`src/rtl/uart_pkg.sv`:
```
// Shared types and constants for the UART blocks (TX controller now, RX later).
package uart_pkg;

   localparam int UART_DATA_BITS            = 8;
   localparam int UART_CLKS_PER_BIT_DEFAULT = 868;   // 100 MHz / 115200 baud

   typedef enum logic [2:0] {
      IDLE,
      LOAD,
      START,
      DATA,
      PARITY,
      STOP
   } uart_tx_state_e;

endpackage

```
`src/rtl/uart_baud_tick.sv`:
```
// Baud-period timer: counts 0..CLKS_PER_BIT-1 while enabled and flags the last
// cycle of every period. Clearing on !enable keeps each new frame phase-aligned.
module uart_baud_tick
   import uart_pkg::*;
#(
   parameter int CLKS_PER_BIT = UART_CLKS_PER_BIT_DEFAULT
) (
   input  logic clk_i,
   input  logic reset_ni,
   input  logic enable,
   output logic tick_o
);

   localparam int                CNT_W = $clog2(CLKS_PER_BIT);
   localparam logic [CNT_W-1:0]  LAST  = CNT_W'(CLKS_PER_BIT - 1);

   logic [CNT_W-1:0] baud_cnt;

   // Period counter: held at zero while disabled, wraps at the period end.
   // NOTE: flops are written with <= so every register samples pre-edge values.
   always_ff @(posedge clk_i or negedge reset_ni) begin
      if (!reset_ni) begin
         baud_cnt <= '0;
      end else if (!enable) begin
         baud_cnt <= '0;
      end else if (baud_cnt == LAST) begin
         baud_cnt <= '0;
      end else begin
         baud_cnt <= baud_cnt + 1'b1;
      end
   end

   assign tick_o = enable && (baud_cnt == LAST);

endmodule

```
`src/rtl/uart_tx_ctrl.sv`:
```
// UART transmit frame controller. Sequences the external 9-bit TX shift
// register (load, shift, clear) and muxes its serial output with idle, stop
// and parity levels onto a registered TX line.
// Build option: define UART_TX_PARITY_EN to insert a parity bit after DATA.
module uart_tx_ctrl
   import uart_pkg::*;
#(
   parameter int CLKS_PER_BIT = UART_CLKS_PER_BIT_DEFAULT,
   parameter int STOP_BITS    = 1,
   parameter int PARITY_ODD   = 0
) (
   input  logic       clk_i,
   input  logic       reset_ni,
   input  logic       tx_valid_i,
   input  logic [7:0] tx_data_i,
   output logic       tx_ready_o,
   output logic [7:0] sr_data_o,
   output logic       sr_load_o,
   output logic       sr_shift_o,
   output logic       sr_clear_o,
   input  logic       sr_serial_i,
   output logic       tx_o,
   output logic       busy_o,
   output logic       tx_done_o
);

   localparam int              BIT_CNT_W = $clog2(UART_DATA_BITS);
   localparam logic [BIT_CNT_W-1:0] LAST_DATA = BIT_CNT_W'(UART_DATA_BITS - 1);
   localparam logic [BIT_CNT_W-1:0] LAST_STOP = BIT_CNT_W'(STOP_BITS - 1);

   uart_tx_state_e         state;
   uart_tx_state_e         state_next;
   logic [BIT_CNT_W-1:0]   bit_cnt;
   logic                   clearing;
   logic                   tick;
   logic                   baud_en;
   logic                   line;
   logic                   accept;

   // Baud timing only runs once the frame is on the line.
   assign baud_en = (state != IDLE) && (state != LOAD);

   uart_baud_tick #(
      .CLKS_PER_BIT (CLKS_PER_BIT)
   ) u_baud_tick (
      .clk_i    (clk_i),
      .reset_ni (reset_ni),
      .enable   (baud_en),
      .tick_o   (tick)
   );

   assign accept = tx_valid_i && tx_ready_o;

   // State register.
   always_ff @(posedge clk_i or negedge reset_ni) begin
      if (!reset_ni) begin
         state <= IDLE;
      end else begin
         state <= state_next;
      end
   end

   // Next-state logic: frame sequencing, advanced by baud ticks.
   // NOTE: state_next gets a default first so no path through the case infers a latch.
   always_comb begin
      state_next = state;
      unique case (state)
         IDLE:   if (accept) state_next = LOAD;
         LOAD:   state_next = START;
         START:  if (tick) state_next = DATA;
         DATA: begin
            if (tick && (bit_cnt == LAST_DATA)) begin
`ifdef UART_TX_PARITY_EN
               state_next = PARITY;
`else
               state_next = STOP;
`endif
            end
         end
         PARITY: if (tick) state_next = STOP;
         STOP:   if (tick && (bit_cnt == LAST_STOP)) state_next = IDLE;
         default: state_next = IDLE;
      endcase
   end

   // Output logic: handshake, shift-register strobes and line source select.
   always_comb begin
      tx_ready_o = (state == IDLE) && !clearing;
      busy_o     = (state != IDLE);
      sr_load_o  = (state == LOAD);
      sr_shift_o = tick && ((state == START) || (state == DATA));
      tx_done_o  = tick && (state == STOP) && (bit_cnt == LAST_STOP);
      line       = 1'b1;
      unique case (state)
         START, DATA: line = sr_serial_i;
         PARITY:      line = (^sr_data_o) ^ (PARITY_ODD != 0);
         default:     line = 1'b1;
      endcase
   end

   // Bit / stop-period counter: restarts at 0 whenever a phase completes.
   always_ff @(posedge clk_i or negedge reset_ni) begin
      if (!reset_ni) begin
         bit_cnt <= '0;
      end else if (tick) begin
         unique case (state)
            DATA:    bit_cnt <= (bit_cnt == LAST_DATA) ? '0 : bit_cnt + 1'b1;
            STOP:    bit_cnt <= (bit_cnt == LAST_STOP) ? '0 : bit_cnt + 1'b1;
            default: bit_cnt <= '0;
         endcase
      end
   end

   // Byte capture, registered TX line and post-reset clear of the shift register.
   always_ff @(posedge clk_i or negedge reset_ni) begin
      if (!reset_ni) begin
         sr_data_o <= '0;
         tx_o      <= 1'b1;
         clearing  <= 1'b1;
      end else begin
         if (accept) sr_data_o <= tx_data_i;
         tx_o     <= line;
         clearing <= 1'b0;
      end
   end

   assign sr_clear_o = clearing;

endmodule

```
`config.mk`:
```
export PLATFORM = sky130hd
export DESIGN_NAME = uart_tx_ctrl
export DESIGN_NICKNAME = d
export VERILOG_FILES = /design/src/rtl/uart_pkg.sv /design/src/rtl/uart_baud_tick.sv /design/src/rtl/uart_tx_ctrl.sv
export SDC_FILE = /design/constraint.sdc
export NUM_CORES = 1
export LEC_CHECK = 0
export ABC_CLOCK_PERIOD_IN_PS = 5150
export BUFFER_PORTS_ARGS = -buffer_cell sky130_fd_sc_hd__clkbuf_2
export CELL_PAD_IN_SITES_DETAIL_PLACEMENT = 1
export CELL_PAD_IN_SITES_GLOBAL_PLACEMENT = 1
export CORE_UTILIZATION = 45
export DETAILED_ROUTE_END_ITERATION = 12
export GPL_TIMING_DRIVEN = 0
export PLACE_DENSITY_LB_ADDON = 0.1
export SLEW_MARGIN = 10
export SYNTH_ARGS = -nofsm -noshare
export SYNTH_HDL_FRONTEND = slang
export SYNTH_HIERARCHICAL = 1
export SYNTH_SLANG_ARGS = --single-unit
```
`constraint.sdc`:
```
create_clock -name clk_i -period 5.15 [get_ports clk_i]
set_clock_uncertainty 0.2 [all_clocks]
set_input_delay 0.2575 -clock clk_i [delete_from_list [all_inputs] [get_ports clk_i]]
set_output_delay 0.2575 -clock clk_i [all_outputs]
set_load 0.05 [all_outputs]
```
==> reports/qor.csv <==
metric,value,unit
power.total,719,µW
cts-root-buf,clkbuf_4,
postRouteAntennaNets,0,
n_antenna_cell,0,
cts_buffer_depth,2,
grt_pass1_wl,5640,µm
p_per_area,422,nW/µm²
ys_warn_count,6,
initial_core_util,48.8,%
syn_nets,142,
tritoncts,built,
endpoint_kind,output port,
ff2ff_setup_slack,2.22,ns
synth_cells,126,
finalCriticalPeriod,3.52,ns
finalHoldViolCount,0,
htreeDepth,1,
hold_class,input pin to asynchronous set/reset pin,
overflow,0,
finalWeightedCongestion,0.796,
ys.flop_type,dfrtp_1,
path_clk_slew,0.16,ns
core_area,2830,µm²
avgViaCountPerCell,5.60,
synth.area.top_cells,"dfrtp_1 (44%), mux2_4 (8.7%), xnor2_1 (5.1%)",
synth-seq-cells,26,
fin_util,60.2,%
drive_gt1_share,28.3,%
setup_violations,0,
crit_type,flop to output port,
crit_arrival,3.06,ns
antenna_found_initial,0,
timing.fmax,284,MHz
min_period_over_period,68.3,%
synth_top_area_cell,dfrtp_1,
worstMarginPinSlew,0.692,ns
rows,19,
crit_fanout,6,
routed_wl,3320,µm
routedWlPerCell,16.9,µm
dieHeight,57.4,µm
syn_avg_cell_area,11.0,µm²
yosysTopAreaCellShare,43.5,%
cp.required,4.69,ns
portBuffers,26,
maxSlewViolCount,0,
nets,183,
p_leak,0.000794,µW
rsz0062_at_grt,false,
synthTopCellsByCount,"dfrtp_1 (24), nor2_1 (14), inv_1 (9)",
dr_total_vias,1104,
boundaryPins,27,
yosysMostFrequentCell,dfrtp_1,
status,finished clean,
async_flop_share,100,%
first_iter_violations,33,
synthToLayoutAreaGrowth,23.3,%
dpl.hpwl,2300,µm
cap_viol_max_count,0,
numCtsBuffers,3,
grt_pass1_vias,1232,
die_w,57.4,µm
grt_max_degree,27,
placed_cells,183,
synth_edf_count,0,
relSlewSlack,53.5,%
grtUsageTotal,22.4,%
crit_path_start_kind,flop,
drt-pass1-iter-count,4,
clock_sinks,26,
drc,0,
clock_latency,0.33,ns
synth_area,1380,µm²
ir_worst_vdd,0.278,mV
yosysSeqAreaShare,47.3,%
tns,0,ns
synth_cell_types,39,
dieArea,3290,µm²
stdcell_count,197,
-- power breakdown --
| group | switching, µW | internal, µW |
|---|---|---|
| logic | 137 | 110 |
| registers | 69.7 | 257 |
| clock network | 66.9 | 78.7 |
-- placed cells by master (no fill, tap or decap), types with 3 or more instances in the layout --
cell / netlist / final
a21oi_1: 3 / 3
xnor2_1: 8 / 8
dlygate4sd3_1: 0 / 10
clkbuf_2: 0 / 26
nand3_1: 7 / 7
xor2_1: 4 / 4
clkbuf_4: 0 / 3
ha_1: 4 / 4
mux2_4: 8 / 8
nand2_1: 6 / 6
o21ai_0: 4 / 4
inv_1: 9 / 9
nor2_1: 14 / 14
dfrtp_1: 24 / 24
-- registers in the layout, indices dropped and copies added (netlist names) --
register	flops
bit_cnt	3
sr_data_o	8
tx_o	1
u_baud_tick/baud_cnt	10
state	3
sr_clear_o	1
-- final timing paths --
kind                                                    from                                 to  cells past startpoint
min                                                 reset_ni  u_baud_tick/baud_cnt[7]$_DFF_PN0_                      2
min reg2reg                u_baud_tick/baud_cnt[0]$_DFF_PN0_  u_baud_tick/baud_cnt[0]$_DFF_PN0_                      1
max reg2reg                u_baud_tick/baud_cnt[0]$_DFF_PN0_               state[2]$_DFFE_PN0P_                      8
min in group clk_i                                tx_valid_i               state[0]$_DFFE_PN0P_                      4
max                        u_baud_tick/baud_cnt[0]$_DFF_PN0_                          tx_done_o                      7
max in group asynchronous                           reset_ni           sr_data_o[7]$_DFFE_PN0P_                      2
-- metrics by stage --
stage | hold slack [ns] | instance area (µm²) | setup WS [ns]
floorplan | -0.238 | 1380 | 1.50
global placement | 0.110 | 1550 | 2.24
detailed placement | 0.118 | 1550 | 2.12
CTS | 0.284 | 1700 | 1.73
global route | 0.300 | 1700 | 1.50
finish | 0.265 | 1700 | 1.63
-- layer usage --
| layer | GRT usage [%] | up-vias | wire, µm |
|---|---|---|---|
| li1 | - | 525 | - |
| met1 | 26.3 | 550 | 1420 |
| met2 | 41.9 | 27 | 1810 |
| met3 | 2.95 | 2 | 89 |
| met4 | 6.62 | 0 | 10 |
| met5 | 0 | - | 0 |
-- final cells by class --
type	count	area, µm²
flip-flops and latches	26	653
plain buffers	1	11.3
inverters	9	33.8
clock inverters	1	30.0
fillers	320	1130
multi-input cells	90	682
well taps	31	38.8
repair buffers	36	230
clock buffers	3	22.5
-- kinds of logic after synthesis --
| family | count (synthesis) | share of synthesized area (%) |
|---|---|---|
| flip-flops | 26 | 47.3 |
| multiplexers | 8 | 8.70 |
| XOR/XNOR | 12 | 7.62 |
| AO/OA/AOI/OAI | 21 | 11.5 |
| AND/OR/NAND/NOR | 44 | 17.7 |
| other | 1 | 0.272 |
| adder cells (fa/ha/maj) | 4 | 3.63 |
| buffers and inverters | 10 | 3.26 |
-- worst max-delay path, cell delays in order, from the launching register on --
cell      delay [ns]
dfrtp_1         0.43
ha_1            0.25
nor4b_2         0.25
nand3b_2        0.19
nor3_1          0.62
inv_1           0.24
nor4b_1         0.41
clkbuf_2        0.36
-- timing repair --
item                                   in CTS  in global routing
hold buffers                               10                  0
endpoints found under the hold margin      33                  0
buffers inserted                            0                  0
gates resized for setup                     0                  0
(Power assumes the default switching activity.)
